**config.mk**
```make
export PLATFORM = sky130hd
export DESIGN_NAME = spi_tx_master
export DESIGN_NICKNAME = d
export VERILOG_FILES = /design/src/rtl/spi_tx_master.sv
export SDC_FILE = /design/constraint.sdc
export NUM_CORES = 1
export LEC_CHECK = 0
export CAP_MARGIN = 20
export CORE_MARGIN = 10
export CORE_UTILIZATION = 58
export CTS_CLUSTER_DIAMETER = 150
export CTS_CLUSTER_SIZE = 28
export DETAILED_ROUTE_END_ITERATION = 6
export PLACE_DENSITY = 0.83
export RECOVER_POWER = 25
export SLEW_MARGIN = 30
export SYNTH_ARGS = -nofsm -noshare
export SYNTH_HDL_FRONTEND = slang
export SYNTH_SLANG_ARGS = --single-unit
```
**constraint.sdc**
```tcl
create_clock -name spi_clk -period 3.6 [get_ports spi_clk]
set_input_delay 0.36 -clock spi_clk [delete_from_list [all_inputs] [get_ports spi_clk]]
set_output_delay 0.36 -clock spi_clk [all_outputs]
set_load 0.1 [all_outputs]
```
**src/rtl/spi_tx_master.sv**
```systemverilog
// spi_tx_master: pops bytes from the FIFO and shifts them out MSB-first on SPI mode 0.
// Optional receive capture on miso is enabled by defining SPI_MISO_CAPTURE_EN.
module spi_tx_master #(
    parameter int CLK_DIV = 4
) (
    input  logic       spi_clk,
    input  logic       rst,
    input  logic       fifo_e,
    input  logic [7:0] rx_data,
    output logic       rx_ready,
    output logic       sclk,
    output logic       mosi,
    output logic       cs_n,
    output logic       busy,
    output logic       done
`ifdef SPI_MISO_CAPTURE_EN
    ,
    input  logic       miso,
    output logic [7:0] miso_data,
    output logic       miso_valid
`endif
);
    typedef enum logic [2:0] {IDLE, FETCH, LOAD, SHIFT, GAP} state_t;
    state_t state, state_nxt;
    logic [7:0] shreg, div_cnt;
    logic [3:0] edge_cnt;
    logic wrap, fall, last;
    assign wrap = div_cnt == 8'(CLK_DIV - 1);
    assign fall = state == SHIFT && wrap && sclk;
    assign last = fall && edge_cnt == 4'd15;
    assign busy = state != IDLE;
    always_ff @(posedge spi_clk) begin
        if (rst) state <= IDLE;
        else state <= state_nxt;
    end
    always_comb begin
        state_nxt = state;
        case (state)
            IDLE:    state_nxt = fifo_e ? IDLE : FETCH;
            FETCH:   state_nxt = LOAD;
            LOAD:    state_nxt = SHIFT;
            SHIFT:   state_nxt = last ? GAP : SHIFT;
            GAP:     state_nxt = wrap ? IDLE : GAP;
            default: state_nxt = IDLE;
        endcase
    end
    // shreg rotates so all of it stays live; only 7 shifts happen per frame
    always_ff @(posedge spi_clk) begin
        if (rst) begin
            rx_ready <= 1'b0;
            sclk     <= 1'b0;
            mosi     <= 1'b0;
            cs_n     <= 1'b1;
            done     <= 1'b0;
            shreg    <= 8'd0;
            div_cnt  <= 8'd0;
            edge_cnt <= 4'd0;
        end else begin
            rx_ready <= state_nxt == FETCH;
            done     <= last;
            case (state)
                IDLE: begin
                    cs_n    <= 1'b1;
                    sclk    <= 1'b0;
                    div_cnt <= 8'd0;
                end
                LOAD: begin
                    shreg    <= rx_data;
                    mosi     <= rx_data[7];
                    cs_n     <= 1'b0;
                    div_cnt  <= 8'd0;
                    edge_cnt <= 4'd0;
                end
                SHIFT: begin
                    div_cnt <= wrap ? 8'd0 : div_cnt + 8'd1;
                    if (wrap) begin
                        sclk     <= ~sclk;
                        edge_cnt <= edge_cnt + 4'd1;
                    end
                    if (fall && !last) begin
                        shreg <= {shreg[6:0], shreg[7]};
                        mosi  <= shreg[6];
                    end
                end
                GAP: begin
                    cs_n    <= 1'b1;
                    sclk    <= 1'b0;
                    mosi    <= 1'b0;
                    div_cnt <= wrap ? 8'd0 : div_cnt + 8'd1;
                end
                default: ;
            endcase
        end
    end
`ifdef SPI_MISO_CAPTURE_EN
    logic [7:0] rx_shreg;
    always_ff @(posedge spi_clk) begin
        if (rst) begin
            rx_shreg   <= 8'd0;
            miso_data  <= 8'd0;
            miso_valid <= 1'b0;
        end else begin
            if (state == SHIFT && wrap && !sclk) rx_shreg <= {rx_shreg[6:0], miso};
            if (last) miso_data <= rx_shreg;
            miso_valid <= last;
        end
    end
`endif
endmodule

```
==> results.cfg <==
[grt]
grt_first_pass_wirelength_um = 4800
antenna_found_initial = 0
grtUsageTotal_pct = 12.7
grt_pass1_vias = 1054
grt.overflow.total = 0
grt_max_degree = 24

[timing]
final.period_utilization_pct = 73.0
whs_ns = 0.490
clock_skew_ns = 0.00457
hold_violations = 0
rsz0062_at_grt = false
fin_crit_ns = 2.63
maxSlewHeadroom_pct = 34.5
max_clock_freq_ghz = 0.380
setup_viol = 0
worst_pin_slew_ns = 0.980
slew_violations = 0
final.setup.tns_ns = 0

[synthesis]
synth_cells = 149
synth-xor-area-share_pct = 5.77
synth-edff-count = 0
synthArstFlopShare_pct = 0
yosysSeqAreaShare_pct = 41.0
yosys_warnings = 0
synthAdderAreaFrac_pct = 1.83
syn_avg_cell_area_um2 = 9.17
yosys.area_share.simple_pct = 25.4
synth-seq-cells = 28
synth_mux_area_share_pct = 3.11
synth-main-ff-cell = dfxtp_1
syn_nets = 162
ys_top_cells_by_area = dfxtp_1, nor2_1, a311oi_1, xor2_1, a221oi_1
yosysTopAreaCell = dfxtp_1
synth_top_family_by_area = simple AND/OR/NAND/NOR gates
synth_compound_area_share_pct = 15.7
synth_cell_types = 45
synth_top_area_share_pct = 41.0
synth.cell_area_mm2 = 0.00137

[drt]
first_pass_iters = 4
vias = 1159
highest_layer = met4
wl_per_cell_um = 14.8
initialDrtViolationCount = 124
ant_nets = 0
drc = 0
wl_met1_um = 1260
wl_met3_um = 206
viasPerCell = 6.20
wl_um = 2770
wl_met2_um = 1280

[setup_path]
cp_num_buf_inv = 0
worstPathMaxFanout = 15
critPathTopFamily = simple AND/OR/NAND/NOR gates
critPathCaptureType = register
crit_required_ns = 3.78
crit_arrival_ns = 2.81
slowest_stage = or4_1
slowest_delay_ns = 0.78
worst-setup-path-type = register to register
path_cells = ha_1, or4b_1, or4_1, a221oi_1, a311oi_1
critPathLaunchType = register

[floorplan]
initial_utilization_pct = 61.2
core_area_mm2 = 0.00223
die_x_um = 68.5
chipHeight_um = 68.5
io_pins = 17
core.rowCount = 17
die-area_mm2 = 0.00470

[clock_network]
h-tree-depth = 1
cts.repair.resized = 0
clock_path_buffers = 2
cts_tree = yes
cts_root_buffer = clkbuf_4
cts.sinks = 28
cts_made_buffers = 3
cts_hold_buffers = 0
path_clk_slew_ns = 0.14
clk_latency_ns = 0.32
cts_setup_buffers = 0

[finish]
layout_common_cells = dfxtp_1, nor2_1, clkdlybuf4s50_1
syn_to_final_growth_pct = 10.6
nets = 174
fillers = 196
final_common_cell = dfxtp_1
num_antenna_cells = 0
final_layout_size_suffix_gt1_share_pct = 6.92
utilization_pct = 67.7

[worst_hold_path]
min_path_type = register to register

[power_and_ir_drop]
vdd_drop_max_v = 0.000272
p_leak_nw = 0.514
pwr_density_cell_mw_per_mm2 = 386

[outcome]
outcome = completed

[flow_run]
drv_cap = 0

[place]
hpwl_um = 2020
port_buffers = 16
gp_congestion = 0.808
[report_power, final]
part	total, mW	internal (mW)	leakage (nW)	switching [mW]
clock	0.124	0.0392	0.0138	0.0844
sequential	0.340	0.326	0.228	0.0134
combinational	0.121	0.0410	0.272	0.0799
total	0.584	0.407	0.514	0.178
[metrics by stage]
step	power (mW)	setup WS, ns	instances	area [um^2]
2_1_floorplan	0.437	1.36	149	1370
3_3_place_gp	0.464	1.17	184	1490
3_5_place_dp	0.468	1.06	184	1490
4_1_cts	0.589	1.00	187	1520
5_1_grt	0.611	0.843	187	1510
6_report	0.584	0.971	187	1510
[registers in the layout, summed over array words and instances (netlist names)]
name and cells:
div_cnt 8, state 3, shreg 8, cs_n 1, done 1, mosi 1
rx_ready 1, sclk 1, edge_cnt 4
[layer usage]
metal	track usage (%)	vias up
li1	-	578
met1	16.4	542
met2	20.2	35
met3	3.54	4
met4	3.77	0
met5	0	-
[cells by family after synthesis]
kind of cell,Yosys count
mux,4
flops,28
fa+ha+maj,2
simple gates,60
compound gates,29
xor+xnor,9
buf+inv,17
[path summary, 6_finish.rpt]
kind         cells after the start  slack [ns]       end        from
min reg2reg                      1        0.49      cs_n        cs_n
max                              5        0.97  shreg[4]  div_cnt[0]
max reg2reg                      5        0.97  shreg[4]  div_cnt[0]
min                              1        0.49      cs_n        cs_n
[final cells by class]
| class | count | area, um^2 | share of cell area, % |
|---|---|---|---|
| Multi-Input combinational cell | 104 | 703 | 46.5 |
| Sequential cell | 28 | 561 | 37.1 |
| Timing Repair Buffer | 16 | 160 | 10.6 |
| Tap cell | 28 | 35.0 | 2.32 |
| Inverter | 8 | 30.0 | 1.99 |
| Clock buffer | 3 | 22.5 | 1.49 |
[synth_stat cells, drive strengths merged (3+ instances only)]
cell     n
dfxtp   28
nor2    17
inv      8
nand3    8
a311oi   7
a21oi    6
xor2     6
a221oi   5
nand2    5
nand3b   4
nor3     4
clkbuf   3
nand4b   3
or3      3
xnor2    3
Note: power is estimated with default switching activity, not from simulation.
